`src/rtl/contador_pops_if.sv`:
```
// Pop/report bus for contador_pops: per-FIFO pop strobes, idle flag,
// count-read request and the registered count report.
interface contador_pops_if #(
    parameter int unsigned CNT_W = 5
);
    logic [3:0]       pop;
    logic             idle;
    logic             req;
    logic [1:0]       idx;
    logic [CNT_W-1:0] cuenta;
    logic             valid;

    modport master (
        output pop, idle, req, idx,
        input  cuenta, valid
    );

    modport slave (
        input  pop, idle, req, idx,
        output cuenta, valid
    );
endinterface

```
`src/rtl/contador_pops.sv`:
```
// Four wrapping pop counters, one per FIFO, whose values can be read back
// through a one-cycle-latency request port while the system is idle.
module contador_pops #(
    parameter int unsigned CNT_W = 5
) (
    input logic            clk,
    input logic            reset,
    contador_pops_if.slave bus
);
    localparam int unsigned N_FIFO = 4;

    typedef enum logic [1:0] {
        S_RESET    = 2'd0,
        S_CONTANDO = 2'd1,
        S_REPORTE  = 2'd2
    } state_t;

    state_t           state;
    state_t           next_state;
    logic [CNT_W-1:0] cnt [N_FIFO];
    logic             service_c;

    // State register
    always_ff @(posedge clk) begin
        if (reset) begin
            state <= S_RESET;
        end else begin
            state <= next_state;
        end
    end

    // Next state; a request is serviced whenever the current state is REPORTE,
    // even if idle drops in that same cycle.
    always_comb begin
        next_state = state;
        service_c  = 1'b0;
        case (state)
            S_RESET: begin
                next_state = S_CONTANDO;
            end
            S_CONTANDO: begin
                if (bus.idle) begin
                    next_state = S_REPORTE;
                end
            end
            S_REPORTE: begin
                service_c = bus.req;
                if (!bus.idle) begin
                    next_state = S_CONTANDO;
                end
            end
            default: begin
                next_state = S_RESET;
            end
        endcase
    end

    // Pop counters count in every state and wrap naturally
    always_ff @(posedge clk) begin
        if (reset) begin
            for (int unsigned i = 0; i < N_FIFO; i++) begin
                cnt[i] <= '0;
            end
        end else begin
            for (int unsigned i = 0; i < N_FIFO; i++) begin
                if (bus.pop[i]) begin
                    cnt[i] <= cnt[i] + CNT_W'(1);
                end
            end
        end
    end

    // Report register: samples the pre-increment count of the selected FIFO
    always_ff @(posedge clk) begin
        if (reset) begin
            bus.cuenta <= '0;
            bus.valid  <= 1'b0;
        end else begin
            bus.valid <= service_c;
            if (service_c) begin
                bus.cuenta <= cnt[bus.idx];
            end
        end
    end
endmodule

```
`src/flat_wrapper.sv`:
```
// flat-port wrapper written by rule: the top's interface ports become plain ports
module contador_pops_flat 
#(
    parameter int unsigned CNT_W = 5
)
  (clk, reset, bus_pop, bus_idle, bus_req, bus_idx, bus_cuenta, bus_valid);
  contador_pops_if #(.CNT_W(CNT_W)) bus_i ();
  input logic clk;
  input logic reset;
  input wire logic [$bits(bus_i.pop)-1:0] bus_pop;
  input wire logic [$bits(bus_i.idle)-1:0] bus_idle;
  input wire logic [$bits(bus_i.req)-1:0] bus_req;
  input wire logic [$bits(bus_i.idx)-1:0] bus_idx;
  output wire logic [$bits(bus_i.cuenta)-1:0] bus_cuenta;
  output wire logic [$bits(bus_i.valid)-1:0] bus_valid;
  assign bus_i.pop = bus_pop;
  assign bus_i.idle = bus_idle;
  assign bus_i.req = bus_req;
  assign bus_i.idx = bus_idx;
  assign bus_cuenta = bus_i.cuenta;
  assign bus_valid = bus_i.valid;
  contador_pops #(.CNT_W(CNT_W)) u_core (.clk(clk), .reset(reset), .bus(bus_i));
endmodule
```
`config.mk`:
```
export PLATFORM = sky130hd
export DESIGN_NAME = contador_pops_flat
export DESIGN_NICKNAME = d
export VERILOG_FILES = /design/src/rtl/contador_pops_if.sv /design/src/rtl/contador_pops.sv /design/src/flat_wrapper.sv
export SDC_FILE = /design/constraint.sdc
export NUM_CORES = 1
export LEC_CHECK = 0
export ABC_AREA = 1
export CAP_MARGIN = 20
export CORE_MARGIN = 1.5
export CORE_UTILIZATION = 26
export DETAILED_ROUTE_END_ITERATION = 8
export GPL_TIMING_DRIVEN = 1
export MAX_ROUTING_LAYER = met4
export PLACE_DENSITY = 0.42
export SYNTH_ARGS = -nofsm -noshare
export SYNTH_HDL_FRONTEND = slang
export SYNTH_SLANG_ARGS = --single-unit
```
`constraint.sdc`:
```
create_clock -name clk -period 1.15 [get_ports clk]
set_input_delay 0.1725 -clock clk [delete_from_list [all_inputs] [get_ports clk]]
set_output_delay 0.1725 -clock clk [all_outputs]
set_load 0.01 [all_outputs]
```
Word-level counts from Yosys, hierarchy flattened
Memory sizes are Yosys's and may differ from the RTL's. A register that Yosys moved wholly into a read port is not among the register bits. Index checks and enable logic that the tools add are counted. Widths: inputs -> output; s select.

Flip-flop bits (word level): 3. RAM bits: 20. Output and inout port bits: 6. Word-level logic and storage cells: 39. Memories: 1.

Add/subtract/negate cells: 4. Eq/ne operators: 4. Muxes and demuxes: 22. Bitwise gates (word level): 4. Reductions and logical operators: 2.

Memory list: u_core.cnt (depth 4, bits a word 5, rd ports 5, clocked after Yosys merged registers in 1, write ports 4, RTL line contador_pops.sv:20) `logic [CNT_W-1:0] cnt [N_FIFO];`.

Operators with widths (count): $add 5x1->5 const B (4); $mux 5 (4); $mux 1 (15); $pmux 2 s3 (1); $mux 2 (2); $ne 2x2->1 const B (2); $or 1x1->1 (4); $eq 2x1->1 const B (1); $eq 2x2->1 const B (1); $logic_not 2->1 (1); $reduce_and 2->1 (1).

Depth between registers and ports, before layout
Depth in word-level cells: 4. Gate-level depth with buffers: 5.

Least setup slack after synthesis
No wires, ideal clock.

Path type: reg-to-reg. Start point: mem u_core.cnt[0][0]. End point: mem u_core.cnt[0][4], data pin. Setup time: 0.259 ns. Arrival: 0.855 ns. Required time: 0.891 ns. Path slack: 0.036 ns. Stages on the path, launching flop included: 6. Period minus slack after synthesis: 1.114 ns. Cell sequence: edfxtp_1 ha_1 nand2_1 inv_1 nand3b_1 a21oi_1.

RTL lines (RTL line): from (decl) (contador_pops.sv:20).

==> results.json <==
{
  "netlist_area_sq_um": 1400,
  "core_area_sq_um": 5170,
  "synth.area.top_cells": "edfxtp_1 (43%), dfxtp_1 (11%), nand2_1 (9.4%)",
  "start_util_pct": 27.1,
  "clock_path_buffers": 2,
  "arrival_ns": 1.16,
  "final_max_slew_viol_count": 0,
  "crit_start": "u_core.cnt[1][1]",
  "rows": 26,
  "cpLargestDelayFamily": "flip-flops",
  "layout.area.seq_sq_um": 761,
  "finalHoldViolCount": 0,
  "antenna_found_initial": 0,
  "final_cells": 253,
  "drtAntennaViolNets": 0,
  "powerDensity_nw_per_um2": 1150,
  "area_growth_pct": 26.9,
  "ys_seq_area_share_pct": 54.2,
  "clockRootBuffer": "clkbuf_8",
  "cp-start-kind": "flop",
  "grt_max_degree": 16,
  "syn_avg_cell_area_sq_um": 9.06,
  "rr_startpoint": "u_core.cnt[1][1]",
  "grt-ovfl-total": 0,
  "endpoint_kind": "flop",
  "synth_nets": 169,
  "multi_input_area_sq_um": 604,
  "fin_nets": 198,
  "slowest_delay_ns": 0.42,
  "synth_top_cell_by_area": "edfxtp_1",
  "synth.most_common_cell": "nand2_1",
  "p_leak_nw": 0.767,
  "worst_slack_ns": 0.0127,
  "wl_mm": 3.01,
  "synth_common_cells": "nand2_1 (35), edfxtp_1 (20), nor2_1 (15)",
  "io_pins": 16,
  "finalSetupViolCount": 0,
  "synth-edff-count": 20,
  "max_freq_mhz": 879,
  "fillers": 534,
  "fin_crit_ns": 1.14,
  "status": "finished, final reports clean",
  "num_antenna_cells": 0,
  "drt_iter0_markers": 45,
  "crit_buf_inv": 1,
  "clk-insertion-delay-late_ns": 0.28,
  "hold_path_class": "primary input to flop",
  "skew_ns": 0.0165,
  "port_buffers": 15,
  "cts_made_buffers": 3,
  "ir_drop_uv": 531,
  "cts_setup_buffers": 0,
  "synth-seq-cells": 28,
  "drive_gt1_share_pct": 20.8,
  "tightest_slew_ns": 0.264,
  "first_global_vias": 1117,
  "die_area_sq_um": 5850,
  "gp_congestion": 0.837,
  "htreeDepth": 1,
  "rsz0062_at_grt": "true",
  "vias": 1125,
  "crit_required_ns": 1.18,
  "via_per_inst": 4.45,
  "crit_chain": "ha_2 > nand2_2 > inv_2 > nand3b_1 > a21oi_2",
  "fin_crit_sh_pct": 98.9,
  "post_drt_wl_per_cell_microns": 11.9,
  "synth_flop_cell": "edfxtp_1",
  "hpwl_mm": 2.34,
  "netlist-cell-type-count": 20,
  "dieWidth_microns": 76.5,
  "cp_slowest_cell": "edfxtp_1",
  "yosysWarnings": 0,
  "dr.pass1.iters": 4,
  "syn_inst": 155,
  "post-place-ws_ns": -0.365,
  "clkSlewWorstSetupHoldPaths_ns": 0.09,
  "relSlewSlack_pct": 82.4,
  "async_flop_share_pct": 0,
  "critPathKind": "flop to flop",
  "numClockSinks": 28,
  "grt_pass1_wl_mm": 5.09,
  "drcViolationCount": 0,
  "drv_cap": 0,
  "track_usage_pct": 11.1,
  "cts_tree": "yes",
  "synth.top_cell.area_share_pct": 42.8,
  "hold_path.startpoint": "bus_idle",
  "worst-path-max-fanout": 2,
  "dieHeight_microns": 76.5,
  "finalPower_mw": 2.05,
  "placed_cells": 249
}
-- final cells by class --
cell class	count	share of cell area (%)
flip-flops and latches	28	42.7
clock buffers	4	2.53
multi-input cells	109	33.9
well taps	70	4.92
inverters	16	3.37
repair buffers	26	12.6
-- logic make-up (layout without fill, tap and decap cells) --
| logic type | count (synthesis) | after routing | synth area share [%] |
|---|---|---|---|
| and+or+nand+nor | 79 | 79 | 25.9 |
| AOI/OAI and AO/OA | 25 | 25 | 10.3 |
| xor gates and xnor gates | 1 | 1 | 0.624 |
| DFF | 28 | 28 | 54.2 |
| adders and majority gates | 4 | 4 | 3.57 |
| buffers and inverters | 18 | 46 | 5.35 |
-- repair_timing --
| item | 4_1_cts | 5_1_grt |
|---|---|---|
| hold buffers | 0 | 0 |
| endpoints found under the setup margin | 12 | 7 |
| gates resized for setup | 10 | 16 |
| pin swaps | 0 | 4 |
-- report_power, final --
part | switching, mW | internal, mW
clock | 0.309 | 0.249
combinational | 0.152 | 0.138
sequential | 0.0544 | 1.15
-- worst paths after layout --
check | to | slack [ns] | cells past startpoint
min reg2reg | u_core.bus.cuenta[2] | 0.53 | 2
min | u_core.state[1] | 0.48 | 3
max reg2reg | u_core.cnt[1][4] | 0.01 | 5
max | u_core.cnt[1][4] | 0.01 | 5
-- layout by cell type, fill, tap and decap left out --
master           netlist  routed
nand3b_1               4       4
o21bai_1               5       5
buf_4                  0      11
nand3_1               14      13
clkbuf_8               0       3
inv_1                 14      10
o21ai_1                0       2
a21oi_2                0       2
clkbuf_1               1       1
nor3_1                 5       5
nor2_1                15      15
a21oi_1               12      10
xor2_1                 1       1
o21ai_2                0       1
dfxtp_1                8       8
nand2_1               35      31
o21a_1                 3       3
ha_2                   0       4
o21ai_0                5       2
clkdlybuf4s50_1        0       8
nand2_2                1       5
dlygate4sd2_1          0       7
inv_2                  2       6
or2_2                  4       4
edfxtp_1              20      20
nor2_8                 1       1
nand3_2                0       1
-- worst register-to-register path, stage by stage, from the launching register on --
cell      delay (ns)
edfxtp_1        0.42
ha_2            0.22
nand2_2         0.08
inv_2           0.04
nand3b_1        0.09
a21oi_2         0.06
-- metal layers --
layer | part of all wire (%) | track usage [%]
met3 | 3.3 | 2.99
met5 | 0 | -
met4 | 0.50 | 2.22
met1 | 50 | 14.0
met2 | 46 | 17.9
-- state kept, by name, indices dropped and copies added (netlist names) --
register / flops
u_core.state: 2
u_core.bus.cuenta: 5
u_core.bus.valid: 1
u_core.cnt: 20
-- per-stage QoR --
stage,hold slack [ns],util (%),TNS (ns),instance area [sq um]
2_1_floorplan,0.339,-,0,1400
3_3_place_gp,0.509,33.0,-8.81,1710
3_5_place_dp,0.517,33.0,-12.10,1710
4_1_cts,0.460,33.9,0,1750
5_1_grt,0.518,34.4,-0.139,1780
6_report,0.476,34.4,0,1780
Note: power is estimated with default switching activity, not from simulation.
